### config.mk
export PLATFORM = sky130hd
export DESIGN_NAME = viterbi_frame_ctrl
export DESIGN_NICKNAME = d
export VERILOG_FILES = /design/src/rtl/viterbi_frame_ctrl.sv
export SDC_FILE = /design/constraint.sdc
export NUM_CORES = 1
export LEC_CHECK = 0
export BUFFER_PORTS_ARGS = -buffer_cell sky130_fd_sc_hd__buf_2
export CAP_MARGIN = 0
export CORE_ASPECT_RATIO = 1.25
export CORE_UTILIZATION = 59
export CTS_CLUSTER_DIAMETER = 60
export DETAILED_ROUTE_END_ITERATION = 10
export PLACE_DENSITY = 0.79
export SLEW_MARGIN = 20
export SYNTH_ARGS = -nofsm -noshare
export SYNTH_HDL_FRONTEND = slang
export SYNTH_SLANG_ARGS = --single-unit
### constraint.sdc
create_clock -name clk -period 3.8 [get_ports clk]
set_input_delay 0.38 -clock clk [delete_from_list [all_inputs] [get_ports clk]]
set_output_delay 0.38 -clock clk [all_outputs]
set_load 0.01 [all_outputs]
### src/rtl/viterbi_frame_ctrl.sv
// Frame controller for a Viterbi BER loop: feeds an LFSR payload and zero tail to the encoder,
// optionally flags a channel error burst, and counts decoded-bit mismatches against a ref LFSR.
module viterbi_frame_ctrl #(
    parameter int unsigned FRAME_LEN = 256,
    parameter int unsigned TAIL_LEN  = 6,
    parameter int unsigned DEC_LAT   = 32,
    parameter int unsigned BURST_LEN = 4,
    parameter logic [15:0] SEED      = 16'hACE1
) (
    input  logic        clk,
    input  logic        rst,
    input  logic        start_i,
    input  logic        inj_en_i,
    input  logic [15:0] burst_start_i,
    input  logic        dec_bit_i,
    output logic        enc_bit_o,
    output logic        enc_en_o,
    output logic [1:0]  inj_o,
    output logic        busy_o,
    output logic        done_o,
    output logic [15:0] err_count_o,
    output logic [15:0] frame_ct_o
);

    typedef enum logic [2:0] {StIdle, StPayload, StTail, StDrain, StDone} state_t;

    function automatic logic [15:0] lfsr_adv(input logic [15:0] l);
        return {l[0] ^ l[2] ^ l[3] ^ l[5], l[15:1]};
    endfunction

    // 17-bit window compare so burst_start + BURST_LEN never wraps back into the frame.
    function automatic logic burst_hit(input logic en, input logic [15:0] bs,
                                       input logic [15:0] idx);
        logic [16:0] w_lo;
        logic [16:0] w_hi;
        logic [16:0] w_ix;
        w_lo = {1'b0, bs};
        w_hi = w_lo + 17'(BURST_LEN);
        w_ix = {1'b0, idx};
        return en && (w_ix >= w_lo) && (w_ix < w_hi);
    endfunction

    state_t             r_state;
    logic [15:0]        r_cnt;
    logic [15:0]        r_tx;
    logic [15:0]        r_ref;
    logic [DEC_LAT-1:0] r_pv;
    logic               r_inj_en;
    logic [15:0]        r_burst;
    logic [15:0]        r_err;
    logic [15:0]        r_fc;
    logic               r_enc_bit;
    logic               r_enc_en;
    logic [1:0]         r_inj;
    logic               r_busy;
    logic               r_done;

    logic               w_pay;
    logic               w_cmp;
    logic               w_mism;
    logic               w_pending;
    logic [DEC_LAT-1:0] w_pv_shift;
    logic [DEC_LAT-1:0] w_pv_nxt;
    logic [15:0]        w_tx_nxt;
    logic [15:0]        w_idx_nxt;

    always_comb begin
        w_pay       = (r_state == StPayload);
        w_pv_shift  = r_pv << 1;
        w_pv_nxt    = w_pv_shift;
        w_pv_nxt[0] = w_pay;
        // Flags still waiting after this cycle's compare; the incoming flag is 0 outside PAYLOAD.
        w_pending   = |w_pv_shift;
        w_cmp       = r_pv[DEC_LAT-1];
        w_mism      = w_cmp && (dec_bit_i != r_ref[0]);
        w_tx_nxt    = lfsr_adv(r_tx);
        w_idx_nxt   = r_cnt + 16'd1;
    end

    always_ff @(posedge clk) begin
        if (rst) begin
            r_state   <= StIdle;
            r_cnt     <= '0;
            r_tx      <= SEED;
            r_ref     <= SEED;
            r_pv      <= '0;
            r_inj_en  <= 1'b0;
            r_burst   <= '0;
            r_err     <= '0;
            r_fc      <= '0;
            r_enc_bit <= 1'b0;
            r_enc_en  <= 1'b0;
            r_inj     <= 2'b00;
            r_busy    <= 1'b0;
            r_done    <= 1'b0;
        end else begin
            r_pv   <= w_pv_nxt;
            r_done <= 1'b0;
            if (w_cmp) begin
                r_ref <= lfsr_adv(r_ref);
            end
            if (w_mism && (r_err != 16'hFFFF)) begin
                r_err <= r_err + 16'd1;
            end
            unique case (r_state)
                StIdle: begin
                    if (start_i) begin
                        r_state   <= StPayload;
                        r_cnt     <= '0;
                        r_tx      <= SEED;
                        r_ref     <= SEED;
                        r_err     <= '0;
                        r_inj_en  <= inj_en_i;
                        r_burst   <= burst_start_i;
                        r_busy    <= 1'b1;
                        r_enc_en  <= 1'b1;
                        r_enc_bit <= SEED[0];
                        r_inj     <= burst_hit(inj_en_i, burst_start_i, 16'd0) ? 2'b10 : 2'b00;
                    end
                end
                StPayload: begin
                    r_tx <= w_tx_nxt;
                    if (r_cnt == 16'(FRAME_LEN - 1)) begin
                        r_cnt     <= '0;
                        r_enc_bit <= 1'b0;
                        r_inj     <= 2'b00;
                        if (TAIL_LEN > 0) begin
                            r_state <= StTail;
                        end else begin
                            r_state  <= StDrain;
                            r_enc_en <= 1'b0;
                        end
                    end else begin
                        r_cnt     <= w_idx_nxt;
                        r_enc_bit <= w_tx_nxt[0];
                        r_inj     <= burst_hit(r_inj_en, r_burst, w_idx_nxt) ? 2'b10 : 2'b00;
                    end
                end
                StTail: begin
                    r_cnt <= w_idx_nxt;
                    if (r_cnt == 16'(TAIL_LEN - 1)) begin
                        r_state  <= StDrain;
                        r_enc_en <= 1'b0;
                    end
                end
                StDrain: begin
                    if (!w_pending) begin
                        r_state <= StDone;
                        r_done  <= 1'b1;
                        r_fc    <= r_fc + 16'd1;
                    end
                end
                StDone: begin
                    r_state <= StIdle;
                    r_busy  <= 1'b0;
                end
                default: r_state <= StIdle;
            endcase
        end
    end

    assign enc_bit_o   = r_enc_bit;
    assign enc_en_o    = r_enc_en;
    assign inj_o       = r_inj;
    assign busy_o      = r_busy;
    assign done_o      = r_done;
    assign err_count_o = r_err;
    assign frame_ct_o  = r_fc;

endmodule

After elaboration in Yosys (flattened, before gate mapping). Index checks and enable logic that the tools add are counted.

Shift-type cells: 0. Divide/modulo/power cells: 0. $lt $le $gt $ge: 4. Add/subtract/negate cells: 5. Muxes and demuxes: 28. $mul: 0. Bitwise gates (word level): 8. Reduce and logical (&&, ||, !) cells: 20. Eq/ne operators: 12.

Operators with widths (number): $mux W16 (9); $add A16 B1 Y16 const B (3); $pmux W16 S3 (1); $add A16 B3 Y17 const B (2); $pmux W16 S2 (1); $reduce_or A31 Y1 (1); $lt A1 B17 Y1 const A (1); $lt A16 B17 Y1 (1); $eq A16 B3 Y1 const B (1); $eq A16 B8 Y1 const B (1); $ge A1 B16 Y1 const A (1); $ge A16 B16 Y1 (1); $ne A16 B16 Y1 const B (1); $mux W3 (4); $pmux W3 S4 (1); $reduce_and A2 Y1 (5); $mux W2 (4); $eq A3 B2 Y1 const B (2); $logic_and A1 B1 Y1 (6); $ne A2 B2 Y1 const B (3); $pmux W1 S2 (3); $reduce_bool A2 Y1 (3); $xor A1 B1 Y1 (6); $mux W1 (4); other kinds (11) (12).

Memories: 0. Output and inout port bits: 38. Memory bits (read-only): 0. Latch bits: 0. Register bits: 138. Word-level logic and storage cells: 91. Input bits: 21. Bits in writable memories: 0.

Longest topological paths before layout. Gate-level depths: netlist of run 1.

Depth in word-level cells: 7. Mapped depth: 13. Mapped depth without buffers: 12.

Worst setup path before layout of run 1. OpenSTA, ideal clock, no wires.

Kind: reg2reg. Start: register r_cnt[0]. End: register r_inj[1], in the netlist inj_o[1]. Path slack: 0.890 ns. Stages on the path, launching flop included: 13. Buffers on the path: 0. Library setup time: 0.087 ns. Required time: 3.713 ns. Arrival time: 2.823 ns. Period minus slack after synthesis: 2.910 ns. Cells stage by stage: dfxtp_1 ha_1 and4_1 and2_0 and3_1 xor2_1 ha_1 nand4_1 nor2_1 a2111oi_0 o311ai_0 o21a_1 o31ai_1.

Word-level cells in the longest chain between the ends: 7. Elaborated cells on any way between the ends: 9. Classes of those cells: add/sub: 1; order compare: 2; eq/ne: 1; mux: 3; reduce/logical: 2.

Ends and longest elaborated chain: from (decl) (RTL line 44) `logic [15:0] r_cnt;`; from (signal assigned) (RTL line 134) `r_cnt <= w_idx_nxt;`; from (signal assigned) (RTL line 140) `r_cnt <= w_idx_nxt;`; $add A16 B1 Y16 (RTL line 77) `w_idx_nxt = r_cnt + 16'd1;`; $ge A16 B16 Y1 (RTL line 40) `return en && (w_ix >= w_lo) && (w_ix < w_hi);`; $logic_and A1 B1 Y1 (2 in a row) (RTL line 40); $mux W2 (RTL line 136) `r_inj <= burst_hit(r_inj_en, r_burst, w_idx_nxt) ? 2'b10 : 2'b00;`; $mux W2 * (RTL line 123) `if (r_cnt == 16'(FRAME_LEN - 1)) begin`; $pmux W2 S2 * (RTL line 105) `unique case (r_state)`; to (signal assigned) (RTL line 118) `r_inj <= burst_hit(inj_en_i, burst_start_i, 16'd0) ? 2'b10 : 2'b00;`; to (signal assigned) (RTL line 136); to (decl) (RTL line 54) `logic [1:0] r_inj;`.

Every way passes the cells marked *; elsewhere a longest branch is shown, timed or not. A chain may end at the register's enable or synchronous reset.

Worst setup path after layout of run 1. Same ends and word-level chain as after synthesis.

==> reports/metrics.cfg, run 1 <==
[timing]
maxSlewHeadroom_pct = 43.26
fmax_mhz = 296.3
timing.final.ws_setup_ps = 424.6
setup_viol = 0
fin_crit_sh_pct = 88.83
finClkSkew_ps = 6.809
finalCriticalPeriod_ps = 3375
finalMaxSlewViolations = 0
hold_violations = 0
rsz0062_at_grt = no
holdWs_ps = 214.7
setup_tns_ps = 0
tightest_slew_ps = 851.1

[cells_and_area]
fin_nets = 851
final_util_pct = 69.97
area_growth_pct = 14.66
n_antenna_cell = 0
fin_area_um2 = 7427
drive_above_1_share_pct = 13.03

[logic_synthesis]
synth_top_area_share_pct = 42.34
postSynthAreaPerCell_um2 = 8.718
synthAdderAreaFrac_pct = 7.147
ys.flop_type = dfxtp_1
synthXorXnorAreaFrac_pct = 7.166
synth-simple-area-share_pct = 24.20
synth_top_area_cell = dfxtp_1
synth-edff-count = 0
synth_top_family_by_area = simple AND/OR/NAND/NOR gates
synth_compound_area_share_pct = 12.63
ys_seq_area_share_pct = 42.34
async_flop_share_pct = 0
netlist_area_um2 = 6477
syn_inst = 743
ys_seq_elements = 137
synthMuxAreaShare_pct = 2.782
synthTopCellsByArea = dfxtp_1 42%, ha_1 7.1%, nand2_1 4.9%
syn_nets = 801
yosysUniqueCellTypes = 58
yosys_warnings = 0

[place]
post-place-ws_ps = 514.6
port_buffers = 57
gp_congestion = 0.8989
place_area_um2 = 6840
dpl.hpwl_mm = 10.16

[clocking]
post_cts_buffers = 0
cts_max_level = 4
clk_latency_ps = 420
cts_tree = done
clockBufferDepth = 2
cts_buffers = 17
cts_sinks = 137
cts_root_buf = clkbuf_16
cts.clk_slew.worst_paths_ps = 60
postCtsHoldBufs = 0
cts_resized = 0

[die]
core_area_um2 = 10620
pin_count = 59
initial_core_util_pct = 61.02
rows = 42
dieArea_um2 = 11400
die_h_um = 119.1
die_width_um = 95.72

[setup_path]
worst_setup_path_end_kind = flip-flop
critPathMaxStageDelay_ps = 430
crit_type = flip-flop to flip-flop
path_cells = ha_1, and4_1, and2_0, and3_1, xor2_1, ha_1, nand4_1, nor2_1, a2111oi_0, o311ai_0, o21a_1, o31ai_1
cp_max_fo = 6
cp-start-kind = flip-flop
critical_path_required_ps = 4130
worstPathArrival_ps = 3700
cpMostUsedCell = ha_1
cpMaxStageDelayCell = dfxtp_1

[drt]
drtIter0Drc = 186
drtAntennaViolNets = 0
wl_mm = 14.31
wl_per_cell_um = 15.26
vias_per_cell = 5.846
via_count = 5484
drc = 0
first_pass_iters = 5

[global_route]
antenna_found_initial = 1
grt_start_max_net_pins = 61
grt_first_pass_wirelength_mm = 24.03
grt_usage_pct = 27.00
grt_pass1_vias = 5385
grt.overflow.total = 0

[pwr]
power_density_nw_per_um2 = 446.5
p_leak_uw = 0.002989
ir_drop_mv = 0.3809

[run]
max-cap-violations = 0

[min_path]
hp-class = input pin to flip-flop

[run_status]
status = finished, final reports clean

synthesized netlist by cell type, drive strengths merged (2+ instances only):
| master | n |
|---|---|
| dfxtp | 137 |
| nand2 | 84 |
| nor2 | 56 |
| a21oi | 50 |
| nor2b | 38 |
| ha | 37 |
| o21ai | 33 |
| inv | 32 |
| xnor2 | 27 |
| xor2 | 26 |
| clkbuf | 25 |
| nand4 | 24 |
| mux2i | 18 |
| nand3 | 18 |
| nor3 | 15 |
| and3 | 14 |
| nor4 | 13 |
| a22o | 11 |
| or3 | 10 |
| o31ai | 9 |
| and4 | 8 |
| and2 | 6 |
| o22a | 6 |
| buf | 5 |
| nand2b | 4 |
| a2111oi | 3 |
| a31oi | 3 |
| or2 | 3 |
| a211oi | 2 |
| a21o | 2 |
| a22oi | 2 |
| a41oi | 2 |
| nand3b | 2 |
| nor4b | 2 |
| o211ai | 2 |
| o41ai | 2 |
| or4 | 2 |
worst max-delay path: cells and delay by family, from the launching register on:
kind,cells,cell delay [ps]
and+or+nand+nor,5,970
xor gates and xnor gates,1,280
DFF,1,430
adders and majority gates,2,590
AOI/OAI and AO/OA,4,1010
layout make-up:
cell class | count | area, µm²
clock buffers | 19 | 452.9
fillers | 874 | 3188
well taps | 132 | 165.2
multi-input cells | 544 | 3497
clock inverters | 13 | 133.9
flip-flops and latches | 137 | 2743
repair buffers | 61 | 315.3
inverters | 32 | 120.1
layer usage:
layer	track usage [%]	part of all wire (%)
met5	0	0.12
met4	12.97	2.6
met3	7.407	4.8
met2	46.12	50
met1	30.42	43
worst paths after layout:
kind	from	to	slack (ps)	cells after the start
hold / removal	burst_start_i[15]	r_burst[15]	210	3
hold reg to reg	r_burst[1]	r_burst[1]	460	2
setup reg to reg	r_cnt[0]	inj_o[1]	420	12
setup / recovery	r_cnt[0]	inj_o[1]	420	12
layout by cell type (no fill, tap or decap), types with 3 or more instances in the layout:
cell type and count:
clkbuf_16 17, dfxtp_1 137, o21ai_0 31, inv_1 31, inv_6 4, nor2_1 55, nor3_1 15, xor2_1 26
nand4_1 24, clkinv_4 3, a22o_1 11, or2_2 3, buf_4 4, nand2_1 84, xnor2_1 27, buf_2 57
a21oi_1 50, o22a_1 6, mux2i_1 18, and3_1 13, and2_1 5, o31ai_1 9, and4_1 8, or3_1 8
nand3_1 18, ha_1 37, nand2b_1 4, nor2b_1 38, nor4_1 13
where the power goes:
group | total (µW) | internal [µW] | switching, µW | leakage, µW
clock | 1620 | 953 | 666 | 0.000285
sequential | 1490 | 1460 | 24.1 | 0.00111
combinational | 209 | 75.1 | 134 | 0.00159
total | 3320 | 2490 | 824 | 0.00299
registers in the layout (all words and copies together) (netlist names):
signal,count
enc_en_o,1
r_pv,32
r_ref,16
r_inj_en,1
done_o,1
r_tx,16
r_cnt,16
inj_o,1
r_state,3
err_count_o,16
r_burst,16
frame_ct_o,16
busy_o,1
enc_bit_o,1
metrics by stage:
stage               std cells  total power [µW]
detailed placement        906              1725
CTS                       938              3336
finish                    938              3316
floorplan                 743              1657
global route              938              3428
global placement          906              1716
cells by family after synthesis:
logic type	count (synthesis)
simple gates	304
flops	137
compound gates	131
buf+inv	62
xor+xnor	53
fa+ha+maj	37
mux	18
other cells	1
Note: power is estimated with default switching activity, not from simulation.
==> run 2, diff against run 1 <==
Settings changed: ABC_AREA set to 1, SETUP_SLACK_MARGIN set to 0.1.
==> reports/metrics.cfg, run 2 <==
[run_status]
status = finished, final reports clean

[die]
die_h_um = 123.4
die_width_um = 99.11
initial_core_util_pct = 61.55
core_area_um2 = 11300
rows = 43
dieArea_um2 = 12230
pin_count = 59

[cells_and_area]
fin_nets = 1083
final_cell_mix = 192 x nand2_1, 159 x inv_1, 137 x dfxtp_1, 131 x nor2_1
final_cells = 1173
layout_commonest_cell = nand2_1
drive_above_1_share_pct = 10.89
largest_reg_flops = 32
fillers = 930
area_growth_pct = 14.00
regMostFlops = r_pv
n_antenna_cell = 0

[timing]
setup_tns_ps = 0
finalMaxSlewViolations = 0
finalCriticalPeriod_ps = 2687
fin_crit_sh_pct = 70.71
setup_viol = 0
tightest_slew_ps = 707.0
fmax_mhz = 372.2
finClkSkew_ps = 7.270
hold_violations = 0
timing.final.ws_setup_ps = 1113
rsz0062_at_grt = no
maxSlewHeadroom_pct = 52.69

[setup_path]
crit_type = flip-flop to flip-flop
worst_setup_path_end_kind = flip-flop
cp_max_fo = 6
critical_path_required_ps = 4100
cp-start-kind = flip-flop
worstPathArrival_ps = 2990

[logic_synthesis]
yosysMostFrequentCell = nand2_1
postSynthAreaPerCell_um2 = 7.154
yosysUniqueCellTypes = 36
synthTopCellsByArea = dfxtp_1 39%, nand2_1 10%, inv_1 8.6%
syn_inst = 972
synth_top_area_cell = dfxtp_1
ys_seq_area_share_pct = 39.44
synth-edff-count = 0
synth_top_area_share_pct = 39.44
async_flop_share_pct = 0
syn_nets = 1030
yosys_warnings = 0
netlist_top_cells_count = 192 x nand2_1, 159 x inv_1, 137 x dfxtp_1
ys_seq_elements = 137
netlist_area_um2 = 6954
ys.flop_type = dfxtp_1

[drt]
first_pass_iters = 5
via_count = 6129
drc = 0
wl_per_cell_um = 12.70
wl_mm = 14.89
drtIter0Drc = 314
vias_per_cell = 5.225
drtAntennaViolNets = 0

[place]
port_buffers = 57
dpl.cell_count = 1141
gp_congestion = 0.9103
post-place-ws_ps = 1145
dpl.hpwl_mm = 10.63

[clocking]
clk_latency_ps = 410
cts_max_level = 4
cts_root_buf = clkbuf_16
cts.clk_slew.worst_paths_ps = 60
cts_resized = 0
cts_tree = done
post_cts_buffers = 0
cts_sinks = 137
clockBufferDepth = 2
cts_buffers = 17
postCtsHoldBufs = 0

[pwr]
power_uw = 4404
power_density_nw_per_um2 = 555.6
p_leak_uw = 0.003644
ir_drop_mv = 0.5615

[global_route]
grt_pass1_vias = 5703
grt_usage_pct = 25.61
grt_first_pass_wirelength_mm = 25.04
grt.overflow.total = 0
grt_start_max_net_pins = 61
antenna_found_initial = 0

[min_path]
hp-class = input pin to flip-flop

[run]
max-cap-violations = 0

## run 2: cell types whose count changed after synthesis, moves of 9 or more
cell     before  now
nand2_1      84  192
o22ai_1       0   10
mux2i_1      18    0
and3_1       13    0
xor2_1       26   35
xnor2_1      27   10
nand3_1      18   42
inv_1        31  159
a22o_1       11    0
o21ai_0      31   42
nor2b_1      38    0
nor2_1       55  131
## run 2: path summary, 6_finish.rpt
kind                            slack, ps        to      from  depth (start not counted)
worst min register to register        430  r_pv[28]  r_pv[27]                          2
worst max register to register       1110  inj_o[1]  r_cnt[2]                         17
worst min-delay path                  290  r_inj_en   start_i                          3
worst max-delay path                 1110  inj_o[1]  r_cnt[2]                         17
## run 2: kinds of logic (layout without fill, tap and decap cells)
logic type | count (synthesis) | in the layout | share of synthesized area [%]
xor+xnor | 46 | 46 | 5.901
flops | 137 | 137 | 39.44
compound gates | 137 | 137 | 10.92
simple gates | 427 | 427 | 26.57
fa+ha+maj | 37 | 37 | 6.657
buf+inv | 187 | 253 | 10.45
other cells | 1 | 1 | 0.05392
## run 2: stage by stage
step | hold slack [ps] | util (%) | instance area [µm²]
2_1_floorplan | 409.4 | - | 6954
3_3_place_gp | 417.6 | 64.65 | 7305
3_5_place_dp | 421.5 | 64.65 | 7305
4_1_cts | 272.8 | 70.17 | 7928
5_1_grt | 296.9 | 70.17 | 7928
6_report | 289.4 | 70.17 | 7928
## run 2: critical path: stages (launching register included)
cell	delay (ps)
dfxtp_1	460
inv_2	70
nor3_2	220
nand3_2	170
nor2_1	190
xor2_1	210
inv_1	110
ha_1	300
nand2_1	80
nor2_1	50
nor3_1	220
nand2_1	100
nand2_1	60
nand2_1	40
nor2_1	100
nor2_1	60
nor2_1	80
nor2_1	40
## run 2: per-layer routing
| metal | track usage (%) | part of all wire, % |
|---|---|---|
| met2 | 45.76 | 49 |
| met1 | 30.46 | 45 |
| met3 | 5.257 | 3.4 |
| met5 | 0 | 0 |
| met4 | 9.283 | 1.7 |
## run 2: area by class of cell
cell class	count	area [µm²]	share of cell area [%]
clock buffer	22	484.2	6.108
clock inverter	10	138.9	1.752
inverter	162	608.1	7.670
multi-input combinational	648	3485	43.96
sequential	137	2743	34.60
tap	135	168.9	2.131
timing repair buffer	59	300.3	3.788
## run 2: where the power goes
part | switching (µW) | internal, µW
Clock | 606 | 1100
Sequential | 102 | 1580
Combinational | 700 | 313
Total | 1410 | 3000
==> run 3, diff against run 2 <==
Settings changed: CORE_UTILIZATION 59 to 54, PLACE_DENSITY 0.79 to 0.76.
Clock period 3.8 ns to 2.4 ns, I/O delays scaled along.
==> reports/metrics.cfg, run 3 (synthesis results as in run 2) <==
[timing]
fin_crit_sh_pct = 105.0
hold_violations = 0
setup_viol = 1
finalCriticalPeriod_ps = 2520
finClkSkew_ps = 10.74
finalMaxSlewViolations = 0
holdWs_ps = 120.3
timing.final.ws_setup_ps = -119.9
rsz0062_at_grt = yes
fmax_mhz = 396.8

[setup_path]
cp_max_fo = 4
path_cells = inv_2, nor3_4, nand3_4, nor2_4, nand3_2, xor2_2, ha_1, nand2_2, nor2_4, nand2_2, nor4b_4, nor2_2, nor2_1, nor2_1, nor2_1
worstPathArrival_ps = 2870
worst_setup_path_end_kind = flip-flop
cp-start-kind = flip-flop
critPathMaxStageDelay_ps = 350
crit_buf_inv = 1
cpMostUsedCell = nor2_1
crit_family = simple AND/OR/NAND/NOR gates
crit_type = flip-flop to flip-flop
r2r_slack_ps = -120
critical_path_required_ps = 2750
cpMaxStageDelayCell = dfxtp_2

[cells_and_area]
drive_above_1_share_pct = 15.61
area_growth_pct = 19.07
final_cell_mix = 189 x nand2_1, 157 x inv_1, 131 x dfxtp_1, 125 x nor2_1
fillers = 1082
n_antenna_cell = 0
layout_commonest_cell = nand2_1
fin_nets = 1118
regMostFlops = r_pv
largest_reg_flops = 32
final_cells = 1238

[global_route]
grt_start_max_net_pins = 43
grt_pass1_vias = 5957
grt_first_pass_wirelength_mm = 26.58
antenna_found_initial = 0
grt.overflow.total = 0
grt_usage_pct = 24.63

[place]
dpl.hpwl_mm = 11.14
post-place-ws_ps = -117.4
port_buffers = 57
dpl.cell_count = 1205
gp_congestion = 0.8966

[die]
core_area_um2 = 12600
initial_core_util_pct = 55.17
pin_count = 59
dieArea_um2 = 13340
rows = 46
die_h_um = 128.9
die_width_um = 103.5

[drt]
drtAntennaViolNets = 0
drtIter0Drc = 349
wl_mm = 16.04
drc = 0
vias_per_cell = 5.153
via_count = 6380
first_pass_iters = 5
wl_per_cell_um = 12.96

[clocking]
cts_max_level = 4
postCtsHoldBufs = 0
cts.clk_slew.worst_paths_ps = 60
cts_root_buf = clkbuf_16
cts_buffers = 17
clk_latency_ps = 430
cts_sinks = 137
cts_tree = done
clockBufferDepth = 2

[min_path]
hp-class = input pin to flip-flop

[pwr]
power_density_nw_per_um2 = 835.6
ir_drop_mv = 0.8440
p_leak_uw = 0.003810

[run]
max-cap-violations = 0

[run_status]
status = complete, but fails checks
violations = negative setup slack

==> run 3: cell types whose count changed in the layout (fill, tap and decap cells not counted), moves of 3 or more <==
cell	previous run	this run
dfxtp_1	137	131
nand2_2	4	7
nor2_1	131	125
clkbuf_1	1	4
nor2_4	0	3
clkinv_2	3	0
buf_4	2	37
nand2_1	192	189
ha_1	37	34
dfxtp_2	0	6
nor2_2	5	8
==> run 3: timing repair <==
item	in CTS	in global routing
setup endpoints to repair	1	1
gates resized for setup	15	16
buffers inserted	2	2
pin swaps	5	18
==> run 3: through the flow <==
stage	area, µm²	setup TNS, ps	util, %	total power [µW]
after floorplan	6955	0	-	3913
after global placement	7580	-11.60	60.14	4347
after detailed placement	7580	-117.4	60.14	4374
after CTS	8212	0	65.15	6854
after global routing	8280	-338.1	65.69	7330
final	8280	-119.9	65.69	6919
==> run 3: final timing paths <==
| kind | end | cells after the start | startpoint |
|---|---|---|---|
| worst max-delay path | inj_o[1] | 15 | r_cnt[1] |
| worst max register to register | inj_o[1] | 15 | r_cnt[1] |
| worst min register to register | r_pv[2] | 2 | r_pv[1] |
| worst min-delay path | r_burst[0] | 3 | burst_start_i[0] |
==> run 3: power by group <==
group	switching, µW	total [µW]	internal, µW	leakage [µW]
Clock	963	2460	1500	0.000263
Combinational	1210	1820	607	0.00243
Sequential	134	2640	2510	0.00111
Total	2310	6920	4610	0.00381
==> run 3: layout make-up <==
class | count | area, µm² | area share [%]
clock inverter | 5 | 63.81 | 0.7706
clock buffer | 24 | 481.7 | 5.817
tap | 168 | 210.2 | 2.539
multi-input combinational | 648 | 3603 | 43.52
timing repair buffer | 94 | 563.0 | 6.800
sequential | 137 | 2750 | 33.21
inverter | 162 | 608.1 | 7.344
==> run 3: per-layer routing <==
layer	global-route usage, %	routed length [µm]
met5	0	0
met3	5.522	630
met1	28.70	7079
met2	43.74	7992
met4	10.40	341
==> run 3: tightest hold or removal path: stages <==
cell and delay, ps:
buf_2 120, nand3_1 80, a21oi_1 50
